--- src/rtl/intra_recon_pipe_if.sv ---
// Residue-in / reconstructed-row-out handshake bundle for intra_recon_pipe.
// master = residue producer and row consumer; slave = the reconstruction pipe.
interface intra_recon_pipe_if #(
    parameter int BLK   = 4,
    parameter int RES_W = 9
);
    logic                 res_valid;
    logic                 res_ready;
    logic [BLK*RES_W-1:0] res_row;
    logic                 out_valid;
    logic                 out_ready;
    logic [BLK*8-1:0]     out_row;
    logic                 out_last;

    modport master (output res_valid, res_row, out_ready,
                    input  res_ready, out_valid, out_row, out_last);
    modport slave  (input  res_valid, res_row, out_ready,
                    output res_ready, out_valid, out_row, out_last);
endinterface

--- src/rtl/intra_recon_pipe.sv ---
// Intra predictor + residue reconstruction for one BLKxBLK block, one row per handshake.
// Latency: one PRED cycle after start, then each accepted residue row appears registered next cycle.
module intra_recon_pipe #(
    parameter int BLK   = 4,
    parameter int RES_W = 9
) (
    input  logic                clk,
    input  logic                reset,
    input  logic                enable,
    input  logic                start,
    input  logic [1:0]          mode,
    input  logic                top_avail,
    input  logic                left_avail,
    input  logic [BLK*8-1:0]    top_pix,
    input  logic [BLK*8-1:0]    left_pix,
    intra_recon_pipe_if.slave   rio,
    output logic                busy,
    output logic                done,
    output logic [BLK*8-1:0]    col_out
);
    localparam int RW = $clog2(BLK);
    localparam int SW = 14;
    localparam int XW = RES_W + 2;

    typedef enum logic [1:0] {IDLE, PRED, STREAM, DONE} state_t;
    state_t state, state_nxt;

    logic [1:0]       mode_q;
    logic             top_av_q, left_av_q;
    logic [BLK*8-1:0] top_q, left_q;
    logic [1:0]       pmode, pmode_nxt;   // 0 vertical, 1 horizontal, 2 DC
    logic [7:0]       dc_q, dc_nxt;
    logic [RW-1:0]    r;
    logic [BLK*8-1:0] row_q, col_q, recon;
    logic             ov_q, last_q, res_hs;
    logic [SW-1:0]    sum_top, sum_left;
    logic [7:0]       pred_c [BLK];
    logic signed [XW-1:0] sum_c [BLK];

    assign rio.res_ready = (state == STREAM) && enable && (!ov_q || rio.out_ready);
    assign res_hs        = rio.res_valid && rio.res_ready;
    assign rio.out_valid = ov_q;
    assign rio.out_row   = row_q;
    assign rio.out_last  = last_q;
    assign busy          = (state != IDLE);
    assign done          = (state == DONE);
    assign col_out       = col_q;

    always_comb begin
        sum_top  = '0;
        sum_left = '0;
        for (int i = 0; i < BLK; i++) begin
            sum_top  = sum_top  + SW'(top_q[8*i +: 8]);
            sum_left = sum_left + SW'(left_q[8*i +: 8]);
        end
        if (top_av_q && left_av_q)
            dc_nxt = 8'((sum_top + sum_left + SW'(BLK)) >> $clog2(2*BLK));
        else if (top_av_q)
            dc_nxt = 8'((sum_top + SW'(BLK/2)) >> $clog2(BLK));
        else if (left_av_q)
            dc_nxt = 8'((sum_left + SW'(BLK/2)) >> $clog2(BLK));
        else
            dc_nxt = 8'd128;
        case (mode_q)
            2'd0:    pmode_nxt = top_av_q  ? 2'd0 : 2'd2;
            2'd1:    pmode_nxt = left_av_q ? 2'd1 : 2'd2;
            default: pmode_nxt = 2'd2;
        endcase
    end

    // Signed sum is wide enough for 255 + max positive residue and for the most negative residue.
    always_comb begin
        recon = '0;
        for (int c = 0; c < BLK; c++) begin
            case (pmode)
                2'd0:    pred_c[c] = top_q[8*c +: 8];
                2'd1:    pred_c[c] = left_q[8*r +: 8];
                default: pred_c[c] = dc_q;
            endcase
            sum_c[c] = $signed({{(XW-8){1'b0}}, pred_c[c]})
                     + $signed({{2{rio.res_row[RES_W*c + RES_W-1]}}, rio.res_row[RES_W*c +: RES_W]});
            if (sum_c[c][XW-1])
                recon[8*c +: 8] = 8'd0;
            else if (sum_c[c][XW-2:8] != '0)
                recon[8*c +: 8] = 8'd255;
            else
                recon[8*c +: 8] = sum_c[c][7:0];
        end
    end

    always_comb begin
        state_nxt = state;
        case (state)
            IDLE:    if (enable && start) state_nxt = PRED;
            PRED:    if (enable) state_nxt = STREAM;
            STREAM:  if (res_hs && r == RW'(BLK-1)) state_nxt = DONE;
            DONE:    if (enable) state_nxt = IDLE;
            default: state_nxt = IDLE;
        endcase
    end

    always_ff @(posedge clk) begin
        if (reset) begin
            state  <= IDLE;
            r      <= '0;
            ov_q   <= 1'b0;
            row_q  <= '0;
            last_q <= 1'b0;
            col_q  <= '0;
        end else if (enable) begin
            state <= state_nxt;
            if (state == IDLE && start) begin
                mode_q    <= mode;
                top_av_q  <= top_avail;
                left_av_q <= left_avail;
                top_q     <= top_pix;
                left_q    <= left_pix;
            end
            if (state == PRED) begin
                pmode <= pmode_nxt;
                dc_q  <= dc_nxt;
                r     <= '0;
            end
            if (res_hs) begin
                row_q           <= recon;
                ov_q            <= 1'b1;
                last_q          <= (r == RW'(BLK-1));
                col_q[8*r +: 8] <= recon[8*(BLK-1) +: 8];
                r               <= r + 1'b1;
            end else if (ov_q && rio.out_ready) begin
                ov_q <= 1'b0;
            end
        end
    end
endmodule

--- src/flat_wrapper.sv ---
// flat-port wrapper written by rule: the top's interface ports become plain ports
module intra_recon_pipe_flat 
#(
    parameter int BLK   = 4,
    parameter int RES_W = 9
)
  (clk, reset, enable, start, mode, top_avail, left_avail, top_pix, left_pix, busy, done, col_out, rio_res_valid, rio_res_row, rio_out_ready, rio_res_ready, rio_out_valid, rio_out_row, rio_out_last);
  intra_recon_pipe_if #(.BLK(BLK), .RES_W(RES_W)) rio_i ();
  input  logic clk;
  input  logic reset;
  input  logic enable;
  input  logic start;
  input  logic [1:0] mode;
  input  logic top_avail;
  input  logic left_avail;
  input  logic [BLK*8-1:0] top_pix;
  input  logic [BLK*8-1:0] left_pix;
  output logic busy;
  output logic done;
  output logic [BLK*8-1:0] col_out;
  input wire logic [$bits(rio_i.res_valid)-1:0] rio_res_valid;
  input wire logic [$bits(rio_i.res_row)-1:0] rio_res_row;
  input wire logic [$bits(rio_i.out_ready)-1:0] rio_out_ready;
  output wire logic [$bits(rio_i.res_ready)-1:0] rio_res_ready;
  output wire logic [$bits(rio_i.out_valid)-1:0] rio_out_valid;
  output wire logic [$bits(rio_i.out_row)-1:0] rio_out_row;
  output wire logic [$bits(rio_i.out_last)-1:0] rio_out_last;
  assign rio_i.res_valid = rio_res_valid;
  assign rio_i.res_row = rio_res_row;
  assign rio_i.out_ready = rio_out_ready;
  assign rio_res_ready = rio_i.res_ready;
  assign rio_out_valid = rio_i.out_valid;
  assign rio_out_row = rio_i.out_row;
  assign rio_out_last = rio_i.out_last;
  intra_recon_pipe #(.BLK(BLK), .RES_W(RES_W)) u_core (.clk(clk), .reset(reset), .enable(enable), .start(start), .mode(mode), .top_avail(top_avail), .left_avail(left_avail), .top_pix(top_pix), .left_pix(left_pix), .rio(rio_i), .busy(busy), .done(done), .col_out(col_out));
endmodule
--- config.mk ---
export PLATFORM = sky130hd
export DESIGN_NAME = intra_recon_pipe_flat
export DESIGN_NICKNAME = d
export VERILOG_FILES = /design/src/rtl/intra_recon_pipe_if.sv /design/src/rtl/intra_recon_pipe.sv /design/src/flat_wrapper.sv
export SDC_FILE = /design/constraint.sdc
export NUM_CORES = 1
export LEC_CHECK = 0
export CORE_MARGIN = 2
export CORE_UTILIZATION = 54
export DETAILED_ROUTE_END_ITERATION = 6
export PLACE_DENSITY = 0.79
export SYNTH_ARGS = -nofsm -noshare
export SYNTH_HDL_FRONTEND = slang
export SYNTH_SLANG_ARGS = --single-unit
--- constraint.sdc ---
create_clock -name clk -period 13.3 [get_ports clk]
set_input_delay 2.66 -clock clk [delete_from_list [all_inputs] [get_ports clk]]
set_output_delay 2.66 -clock clk [all_outputs]
set_load 0.05 [all_outputs]
* Yosys cells after proc, flatten, opt, wreduce, memory -nomap -nowiden
Index checks and enable logic that the tools add are counted.
** Operators by class
- $add $sub $neg :: 16
- Equal/unequal tests :: 8
- Shift operators :: 3
- Muxes and demuxes :: 26
- Bitwise operators :: 1
- Reduce and logical (&&, ||, !) cells :: 26
** Operators with widths (number)
- $mux W8 :: 11
- $pmux W8 S2 :: 4
- $add A11 B8 Y11 :: 4
- $add A9 B9 Y10 :: 4
- $neg A5 Y34 :: 1
- $shift A8 B34 Y32 const A :: 1
- $shiftx A8 B34 Y32 :: 1
- $bwmux W32 :: 1
- $shiftx A32 B6 Y8 :: 1
- $add A10 B2 Y10 const B :: 2
- $add A8 B8 Y9 :: 2
- $reduce_bool A2 Y1 :: 7
- $mux W2 :: 6
- $add A11 B11 Y11 :: 1
- $add A11 B3 Y11 const B :: 1
- $reduce_and A3 Y1 :: 3
- $logic_and A1 B1 Y1 :: 8
- $pmux W2 S4 :: 1
- $eq A2 B1 Y1 const B :: 3
- $eq A2 B2 Y1 const B :: 3
- $logic_not A2 Y1 :: 3
- $reduce_and A2 Y1 :: 3
- $pmux W2 S2 :: 1
- $add A2 B1 Y2 const B :: 1
- other kinds (6) :: 7
** Word-level totals
- Flip-flop bits (word level) :: 148
- Output and inout bits :: 69
- Word-level logic and storage cells :: 93

* Depth between registers and ports, before layout
Gate-level depths: netlist of the first run.
- Word-level depth :: 8
- Mapped depth :: 25
- Mapped depth without buffers :: 25

* Least setup slack after synthesis of the first run
No wires, ideal clock.
- Path kind :: input to output
- From :: in enable
- To :: out rio_res_ready
- Data arrival time :: 3521 ps
- Slack :: 7119 ps
- Stages :: 2
- Buffers on the path :: 0
- Cells stage by stage :: nand2_1 -> a21oi_1
** On the way
- Cells in the longest elaborated chain, start to end :: 2
** Ends and longest elaborated chain
- start: declaration :: RTL line flat_wrapper.sv:11 : input logic enable;
- $logic_and A1 B1 Y1 (2 in series) :: RTL line intra_recon_pipe.sv:40 : assign rio.res_ready = (state == STREAM) && enable && (!ov_q || rio.out_ready);
- end: declaration :: RTL line flat_wrapper.sv:24 : output wire logic [$bits(rio_i.res_ready)-1:0] rio_res_ready;
No other way between the ends.

* Final worst setup path of the first run
Ends and elaborated chain as after synthesis.

==> results of run 1 <==
## layout make-up
class | instances | share of cell area [%]
clock buffer | 21 | 4.19
multi-input combinational | 645 | 42.9
sequential | 148 | 31.2
inverter | 109 | 3.41
clock inverter | 11 | 0.835
tap | 225 | 2.35
timing repair buffer | 182 | 15.1
## critical path: cells and delay by family
kind | cells | cell delay [ns]
buffers and inverters | 2 | 1.40
AO/OA/AOI/OAI | 1 | 0.20
AND/OR/NAND/NOR | 1 | 0.08
## through the flow
stage          power (W)  instances
2_1_floorplan   0.000913        923
3_3_place_gp     0.00103       1309
3_5_place_dp     0.00105       1309
4_1_cts          0.00154       1341
5_1_grt          0.00162       1341
6_report         0.00154       1341
## cell families after synthesis
| kind of cell | after synthesis | synth area share [%] |
|---|---|---|
| compound gates | 266 | 19.0 |
| xor+xnor | 62 | 5.86 |
| buf+inv | 130 | 5.42 |
| mux | 14 | 2.57 |
| simple gates | 188 | 10.0 |
| flops | 148 | 39.8 |
| fa+ha+maj | 115 | 17.2 |
## routing by layer
metal	track usage (%)	vias to the layer above	share of wire [%]
met5	0	-	0
met4	8.22	0	2.3
met3	5.22	40	6.3
met2	42.4	281	47
met1	33.5	3522	44
li1	-	3650	-
## cells in the mapped netlist, drive strengths merged, types with 10 or more instances
cell    instances  area share (%)
xnor2          43             4.0
o21bai         12            0.96
nor2           60             2.4
dfxtp          70              15
a22o           42             3.9
inv           109             4.4
clkbuf         15            0.60
ha             91              12
o21ai          45             2.4
xor2           19             1.9
nand2          51             2.0
o21a           39             3.1
fa             24             5.1
a21o           22             1.8
nor3           10            0.53
a21oi          69             3.7
edfxtp         78              25
nand2b         11            0.73
## registers in the layout, summed over array words and instances, names as in the netlist
name and count:
u_core.r 2, u_core.col_out 32, u_core.mode_q 2, u_core.top_av_q 1, u_core.left_av_q 1, u_core.dc_q 8
u_core.rio.out_valid 1, u_core.pmode 2, u_core.rio.out_row 32, u_core.rio.out_last 1, u_core.state 2, u_core.left_q 32
u_core.top_q 32
## power by group through the flow
stage	logic, W	clock network [W]	registers, W
floorplan	0.000395	0	0.000518
global placement	0.000518	0	0.000514
detailed placement	0.000532	0	0.000515
CTS	0.000540	0.000492	0.000505
global route	0.000602	0.000511	0.000506
finish	0.000546	0.000486	0.000505
## worst max path at each step
stage,to,slack [ns],cells after the start,start
floorplan,rio_res_ready,7.12,2,enable
global placement,rio_res_ready,6.36,4,enable
detailed placement,rio_res_ready,6.31,4,enable
CTS,rio_res_ready,6.32,4,enable
global route,rio_res_ready,6.21,4,enable
finish,rio_res_ready,6.29,4,enable
==> results.yml, run 1 <==
finish:
  antennaDiodeCount: 0
  final_cell_mix: "clkdlybuf4s50_1 (178), inv_1 (108), ha_1 (91)"
  fin_area_um2: 12000
  layout_commonest_cell: "clkdlybuf4s50_1"
  multi_input_area_um2: 5140
  final_nets: 1328
  seq_area_um2: 3740
  drive_gt1_share_pct: 5.82
  final_util_pct: 69.8
  nFillCells: 1342
  area_growth_pct: 27.6
hold_path:
  hold_depth: 2
  holdCritPathClass: "flip-flop to flip-flop"
  holdPathEnd: "u_core.rio.out_row[14]$_SDFFE_PP0P_"
  hp-start: "u_core.rio.out_row[14]$_SDFFE_PP0P_"
power:
  leakagePower_nw: 4.93
  ir_drop_mv: 0.0980
  p_int_w: 0.00103
  switching_share_pct: 33.3
  switching_power_w: 0.000511
  power_density_nw_per_um2: 128
  pwr-share-seq_pct: 32.9
  comb_power_share_pct: 35.5
  power_frac_clock_pct: 31.6
setup_path:
  crit_fanout: 6
  worstRegToRegCells: 25
  crit_top_cell: "clkdlybuf4s50_1"
  rrSetupSlack_ns: 7.73
  max_stage_delay_ns: 0.85
  reg2reg_from: "u_core.left_q[8]$_DFFE_PP_"
  worstPathRequired_ns: 10.64
  start_kind: "input pin"
  cp_slowest_cell: "clkdlybuf4s50_1"
  critPathArrivalTime_ns: 4.35
  crit_chain: "clkdlybuf4s50_1, nand2_1, a21oi_1, clkdlybuf4s50_1"
  critical_path_class: "input pin to output pin"
  timing.rr.end: "u_core.dc_q[7]$_DFFE_PP_"
  cp-end-kind: "output pin"
placed_design:
  dpl_cell_area_um2: 11400
  routabilityCongestion: 0.875
  hpwl_um: 17900
  port_buffers: 178
  place_ws_ns: 6.31
floorplan:
  start_util_pct: 54.7
  fp.dieH_um: 136
  pin_count: 179
  dieArea_um2: 18500
  rows: 48
  die_width_um: 136
  core_um2: 17200
timing:
  fmax_mhz: 143
  fin_skew_ns: 0.00752
  whs_ns: 0.452
  hold_viol_final: 0
  finalWorstSetupSlack_ns: 6.29
  min_period_ns: 7.01
  fin_crit_sh_pct: 52.7
  rsz0062_at_grt: "false"
  worst_slew_pin_slew_ns: 1.05
  relSlewSlack_pct: 29.7
  tns_ns: 0
  slew_violations: 0
  finalSetupViolCount: 0
clocking:
  cts.hold.buffers_added: 0
  cts_tree: "built"
  post_cts_buffers: 0
  post_cts_resized: 0
  clk_path_buf_depth: 2
  cts.clk_slew.worst_paths_ns: 0.07
  cts_buffers: 17
  clock-sinks: 148
  cts_root_buf: "clkbuf_16"
  cts_max_level: 4
  clock_latency_ns: 0.43
drt:
  viasPerCell: 5.59
  drt_first_iter_violations: 483
  dr.pass1.iters: 5
  wl_per_cell_um: 17.3
  drc_errors: 0
  wirelength_um: 23100
  ant_nets: 0
  vias: 7493
grt:
  antenna_found_initial: 0
  grt-ovfl-total: 0
  grt.total_usage_pct: 25.5
  grt_pass1_wl_um: 36000
  grt_max_degree: 69
  first_global_vias: 7037
synth:
  synth_cell_types: 65
  synth_edf_count: 78
  synth_area_per_cell_um2: 10.2
  ys_warn_count: 0
  syn-num-nets: 1148
  synth_seq_cells: 148
  yosysSeqAreaShare_pct: 39.8
  synthCells: 923
  ys.flop_type: "edfxtp_1"
  async_flop_share_pct: 0
  netlist_area_um2: 9400
run_status:
  outcome: "complete, no violations"
job:
  maxCapViolCount: 0
No activity file was read; power rests on OpenSTA's default activity.
==> run 2: changes to the inputs <==
--- a/config.mk
+++ b/config.mk
@@ -6,9 +6,9 @@
 export NUM_CORES = 1
 export LEC_CHECK = 0
 export CORE_MARGIN = 2
-export CORE_UTILIZATION = 54
+export CORE_UTILIZATION = 53
 export DETAILED_ROUTE_END_ITERATION = 6
-export PLACE_DENSITY = 0.79
+export PLACE_DENSITY = 0.78
 export SYNTH_ARGS = -nofsm -noshare
 export SYNTH_HDL_FRONTEND = slang
 export SYNTH_SLANG_ARGS = --single-unit
==> constraint.sdc (replaced) <==
create_clock -name clk -period 6.8 [get_ports clk]
set_input_delay 1.36 -clock clk [delete_from_list [all_inputs] [get_ports clk]]
set_output_delay 1.36 -clock clk [all_outputs]
set_load 0.05 [all_outputs]
==> run 2 against run 1 <==
Sequential share of layout area is essentially flat. Combinational power up 92%. Largest power group unchanged. Hold slack better by 0.0048 ns. Sequential cell count unchanged. Highest routed layer is now met5. Count of clock-buffer cells in the layout is 3 lower.
==> results.yml, run 2 (synthesis gave the netlist of run 1 again) <==
timing:
  finalSetupViolCount: 0
  fin_skew_ns: 0.0170
  rsz0062_at_grt: "false"
  whs_ns: 0.457
  slew_violations: 0
  worst_slew_pin_slew_ns: 1.11
  hold_viol_final: 0
  finalWorstSetupSlack_ns: 1.45
  relSlewSlack_pct: 26.1
  fmax_mhz: 187
  tns_ns: 0
  min_period_ns: 5.35
  fin_crit_sh_pct: 78.7
setup_path:
  worstPathRequired_ns: 6.99
  crit_fanout: 6
  critPathArrivalTime_ns: 5.54
  start_kind: "flip-flop"
  cp-end-kind: "flip-flop"
  critical_path_class: "flip-flop to flip-flop"
  rrSetupSlack_ns: 1.45
finish:
  nFillCells: 1395
  final_util_pct: 69.3
  multi_input_area_um2: 5140
  area_growth_pct: 27.5
  final_nets: 1327
  drive_gt1_share_pct: 5.74
  final_cell_mix: "clkdlybuf4s50_1 (178), inv_1 (108), ha_1 (91)"
  antennaDiodeCount: 0
  layout_commonest_cell: "clkdlybuf4s50_1"
  seq_area_um2: 3740
power:
  ir_drop_mv: 0.205
  leakagePower_nw: 4.92
  report.power.total_w: 0.00300
  power_density_nw_per_um2: 250
clocking:
  cts_tree: "built"
  post_cts_resized: 0
  cts_root_buf: "clkbuf_16"
  cts_buffers: 17
  clock-sinks: 148
  clock_latency_ns: 0.44
  cts.hold.buffers_added: 0
  cts.clk_slew.worst_paths_ns: 0.07
  cts_max_level: 4
  post_cts_buffers: 0
  clk_path_buf_depth: 2
grt:
  first_global_vias: 7324
  antenna_found_initial: 1
  grt.total_usage_pct: 25.6
  grt_max_degree: 49
  grt-ovfl-total: 0
  grt_pass1_wl_um: 36800
placed_design:
  routabilityCongestion: 0.885
  hpwl_um: 18200
  place_ws_ns: 1.48
  port_buffers: 178
drt:
  drt_first_iter_violations: 461
  viasPerCell: 5.64
  wl_met3_um: 1640
  dr_wl_met2_um: 10900
  wirelength_um: 23300
  wl_per_cell_um: 17.4
  ant_nets: 0
  dr.pass1.iters: 5
  dr.max_layer_used: "met5"
  vias: 7564
  m1WireLength_um: 10200
  drc_errors: 0
floorplan:
  rows: 48
  core_um2: 17300
  die_width_um: 137
  dieArea_um2: 18800
  start_util_pct: 54.3
  fp.dieH_um: 137
  pin_count: 179
hold_path:
  holdCritPathClass: "flip-flop to flip-flop"
run_status:
  outcome: "complete, no violations"
job:
  maxCapViolCount: 0
[run 2: worst max-delay path: stages (launching register included)]
cell	delay [ns]
edfxtp_1	0.35
ha_1	0.19
inv_1	0.06
fa_1	0.41
inv_1	0.07
a21oi_1	0.05
o21ai_0	0.24
a21o_1	0.16
a21o_1	0.13
xnor2_1	0.08
fa_1	0.48
inv_1	0.04
ha_1	0.35
or4b_1	0.53
and3_1	0.22
inv_2	0.07
ha_1	0.23
ha_1	0.36
a21o_1	0.20
a21oi_1	0.13
o21ai_0	0.15
a21oi_1	0.26
o21bai_1	0.11
mux2i_1	0.13
o221a_1	0.11
[run 2: path summary, 6_finish.rpt]
kind / start / endpoint / cells after the start
max reg2reg: u_core.left_q[8]$_DFFE_PP_ / u_core.dc_q[7]$_DFFE_PP_ / 24
min reg2reg: u_core.rio.out_row[13]$_SDFFE_PP0P_ / u_core.rio.out_row[13]$_SDFFE_PP0P_ / 2
max: u_core.left_q[8]$_DFFE_PP_ / u_core.dc_q[7]$_DFFE_PP_ / 24
min: u_core.rio.out_row[13]$_SDFFE_PP0P_ / u_core.rio.out_row[13]$_SDFFE_PP0P_ / 2
[run 2: power by group]
group | switching, W | internal (W) | total, W
Clock | 0.000419 | 0.000543 | 0.000962
Combinational | 0.000563 | 0.000487 | 0.00105
Sequential | 0.0000142 | 0.000974 | 0.000988
Total | 0.000996 | 0.00200 | 0.00300
[run 2: area by class of cell]
type | instances | area share (%)
clock inverter | 14 | 1.25
clock buffer | 18 | 3.76
tap | 225 | 2.35
inverter | 109 | 3.41
sequential | 148 | 31.2
multi-input combinational | 645 | 42.9
timing repair buffer | 181 | 15.1
[run 2: stage by stage]
stage	instances	instance area (µm²)
floorplan	923	9400
global placement	1308	11400
detailed placement	1308	11400
CTS	1340	12000
global route	1340	12000
finish	1340	12000
[run 2: per-layer routing]
| metal | track usage (%) | up-vias |
|---|---|---|
| li1 | - | 3650 |
| met1 | 33.8 | 3580 |
| met2 | 41.5 | 290 |
| met3 | 5.74 | 42 |
| met4 | 8.88 | 2 |
| met5 | 0 | - |
==> run 3: changes to the inputs <==
==> constraint.sdc (replaced) <==
create_clock -name clk -period 5 [get_ports clk]
set_input_delay 1 -clock clk [delete_from_list [all_inputs] [get_ports clk]]
set_output_delay 1 -clock clk [all_outputs]
set_load 0.05 [all_outputs]
==> run 3 against run 2 <==
Clock power rose by 33%. Sequential power increased by 36%. Setup slack got worse by 1.3 ns. Design area is 3.2% higher. Register-to-register slack got worse by 1.3 ns. Power increased by 46%. Routed wire length is 2.7% higher. Critical path type unchanged. Largest power group unchanged. Highest routed layer unchanged.
==> results.yml, run 3 (synthesis gave the netlist of run 1 again) <==
run_status:
  outcome: "complete, no violations"
power:
  comb_power_share_pct: 40.2
  leakagePower_nw: 5.07
  report.power.total_w: 0.00439
  switching_share_pct: 33.9
  switching_power_w: 0.00149
  p_int_w: 0.00290
  power_frac_clock_pct: 29.2
  power_density_nw_per_um2: 355
  ir_drop_mv: 0.280
  pwr-share-seq_pct: 30.6
finish:
  antennaDiodeCount: 0
  final_nets: 1353
  nFillCells: 1260
  multi_input_area_um2: 5340
  area_growth_pct: 31.6
  final_util_pct: 71.5
  drive_gt1_share_pct: 10.6
  layout_commonest_cell: "clkdlybuf4s50_1"
  final_cell_mix: "clkdlybuf4s50_1 (178), inv_1 (105), ha_1 (83)"
  seq_area_um2: 3740
setup_path:
  cp-end-kind: "flip-flop"
  crit_fanout: 3
  max_stage_delay_ns: 0.51
  critical_path_class: "flip-flop to flip-flop"
  start_kind: "flip-flop"
  worstPathRequired_ns: 5.17
  crit_start: "u_core.left_q[0]$_DFFE_PP_"
  cp_slowest_cell: "fa_1"
  reg2reg_from: "u_core.left_q[0]$_DFFE_PP_"
  critPathArrivalTime_ns: 5.06
floorplan:
  core_um2: 17300
  start_util_pct: 54.3
  pin_count: 179
  dieArea_um2: 18800
  rows: 48
  die_width_um: 137
  fp.dieH_um: 137
drt:
  vias: 7577
  wirelength_um: 24000
  viasPerCell: 5.55
  ant_nets: 0
  wl_per_cell_um: 17.5
  drc_errors: 0
  dr.pass1.iters: 5
  drt_first_iter_violations: 389
clocking:
  cts_buffers: 17
  cts.clk_slew.worst_paths_ns: 0.07
  clk_path_buf_depth: 2
  cts_root_buf: "clkbuf_16"
  cts_tree: "built"
  clock-sinks: 148
  cts.hold.buffers_added: 0
  cts_max_level: 4
  clock_latency_ns: 0.43
timing:
  worst_slew_pin_slew_ns: 0.927
  slew_violations: 0
  fin_skew_ns: 0.00921
  whs_ns: 0.451
  finalSetupViolCount: 0
  fmax_mhz: 204
  finalWorstSetupSlack_ns: 0.109
  min_period_ns: 4.89
  relSlewSlack_pct: 38.0
  hold_viol_final: 0
  fin_crit_sh_pct: 97.8
grt:
  grt-ovfl-total: 0
  grt.total_usage_pct: 25.6
  first_global_vias: 7229
  antenna_found_initial: 1
  grt_pass1_wl_um: 36800
  grt_max_degree: 48
job:
  maxCapViolCount: 0
hold_path:
  holdCritPathClass: "flip-flop to flip-flop"
  hp-start: "u_core.rio.out_row[14]$_SDFFE_PP0P_"
placed_design:
  routabilityCongestion: 0.915
  port_buffers: 178
  hpwl_um: 18600
  place_ws_ns: -0.142
-- run 3: cell count changes in the layout (fill, tap and decap cells not counted), moves of 3 or more --
cell | previous run | this run
xnor2_2 | 0 | 4
o21ai_0 | 40 | 35
buf_4 | 3 | 28
inv_1 | 108 | 105
ha_4 | 0 | 6
o21ai_1 | 5 | 9
xnor2_1 | 43 | 39
ha_1 | 91 | 83
a21oi_2 | 0 | 6
a21oi_1 | 69 | 63
-- run 3: area by class of cell --
cell class | count | area share (%)
multi-input cells | 645 | 43.2
flip-flops and latches | 148 | 30.3
repair buffers | 207 | 16.2
clock buffers | 17 | 3.44
inverters | 109 | 3.33
well taps | 225 | 2.28
clock inverters | 15 | 1.32
-- run 3: worst max-delay path: cells and delay by family (launching register included) --
family | cells | cell delay [ns]
compound gates | 9 | 1.19
xor+xnor | 2 | 0.28
fa+ha+maj | 6 | 1.58
buf+inv | 5 | 0.35
flops | 1 | 0.41
simple gates | 3 | 0.80
-- run 3: metal layers --
| metal | global-route usage (%) | routed length [µm] |
|---|---|---|
| met1 | 34.5 | 10600 |
| met2 | 41.8 | 11400 |
| met3 | 5.30 | 1520 |
| met4 | 7.04 | 432 |
| met5 | 0 | 11 |
-- run 3: repair_timing --
action | CTS | global route
pin swaps | 4 | 20
setup buffers | 0 | 5
resized for setup | 9 | 31
gates cloned | 0 | 0
setup endpoints to repair | 3 | 5
-- run 3: worst paths after layout --
check | end | slack (ns) | cells after the start
hold reg to reg | u_core.rio.out_row[14]$_SDFFE_PP0P_ | 0.45 | 2
setup reg to reg | u_core.dc_q[5]$_DFFE_PP_ | 0.11 | 25
hold / removal | u_core.rio.out_row[14]$_SDFFE_PP0P_ | 0.45 | 2
setup / recovery | u_core.dc_q[5]$_DFFE_PP_ | 0.11 | 25
-- run 3: power by group through the flow --
stage          logic [W]  registers, W  clock network [W]
3_3_place_gp     0.00147       0.00137                  0
6_report         0.00177       0.00134            0.00128
2_1_floorplan    0.00105       0.00138                  0
4_1_cts          0.00156       0.00134            0.00130
3_5_place_dp     0.00150       0.00137                  0
5_1_grt          0.00193       0.00135            0.00135
-- run 3: through the flow --
| step | TNS, ns | area [µm²] | std cells |
|---|---|---|---|
| 2_1_floorplan | 0 | 9400 | 923 |
| 3_3_place_gp | -0.0275 | 11500 | 1329 |
| 3_5_place_dp | -0.378 | 11500 | 1329 |
| 4_1_cts | 0 | 12200 | 1361 |
| 5_1_grt | -0.0855 | 12400 | 1366 |
| 6_report | 0 | 12400 | 1366 |
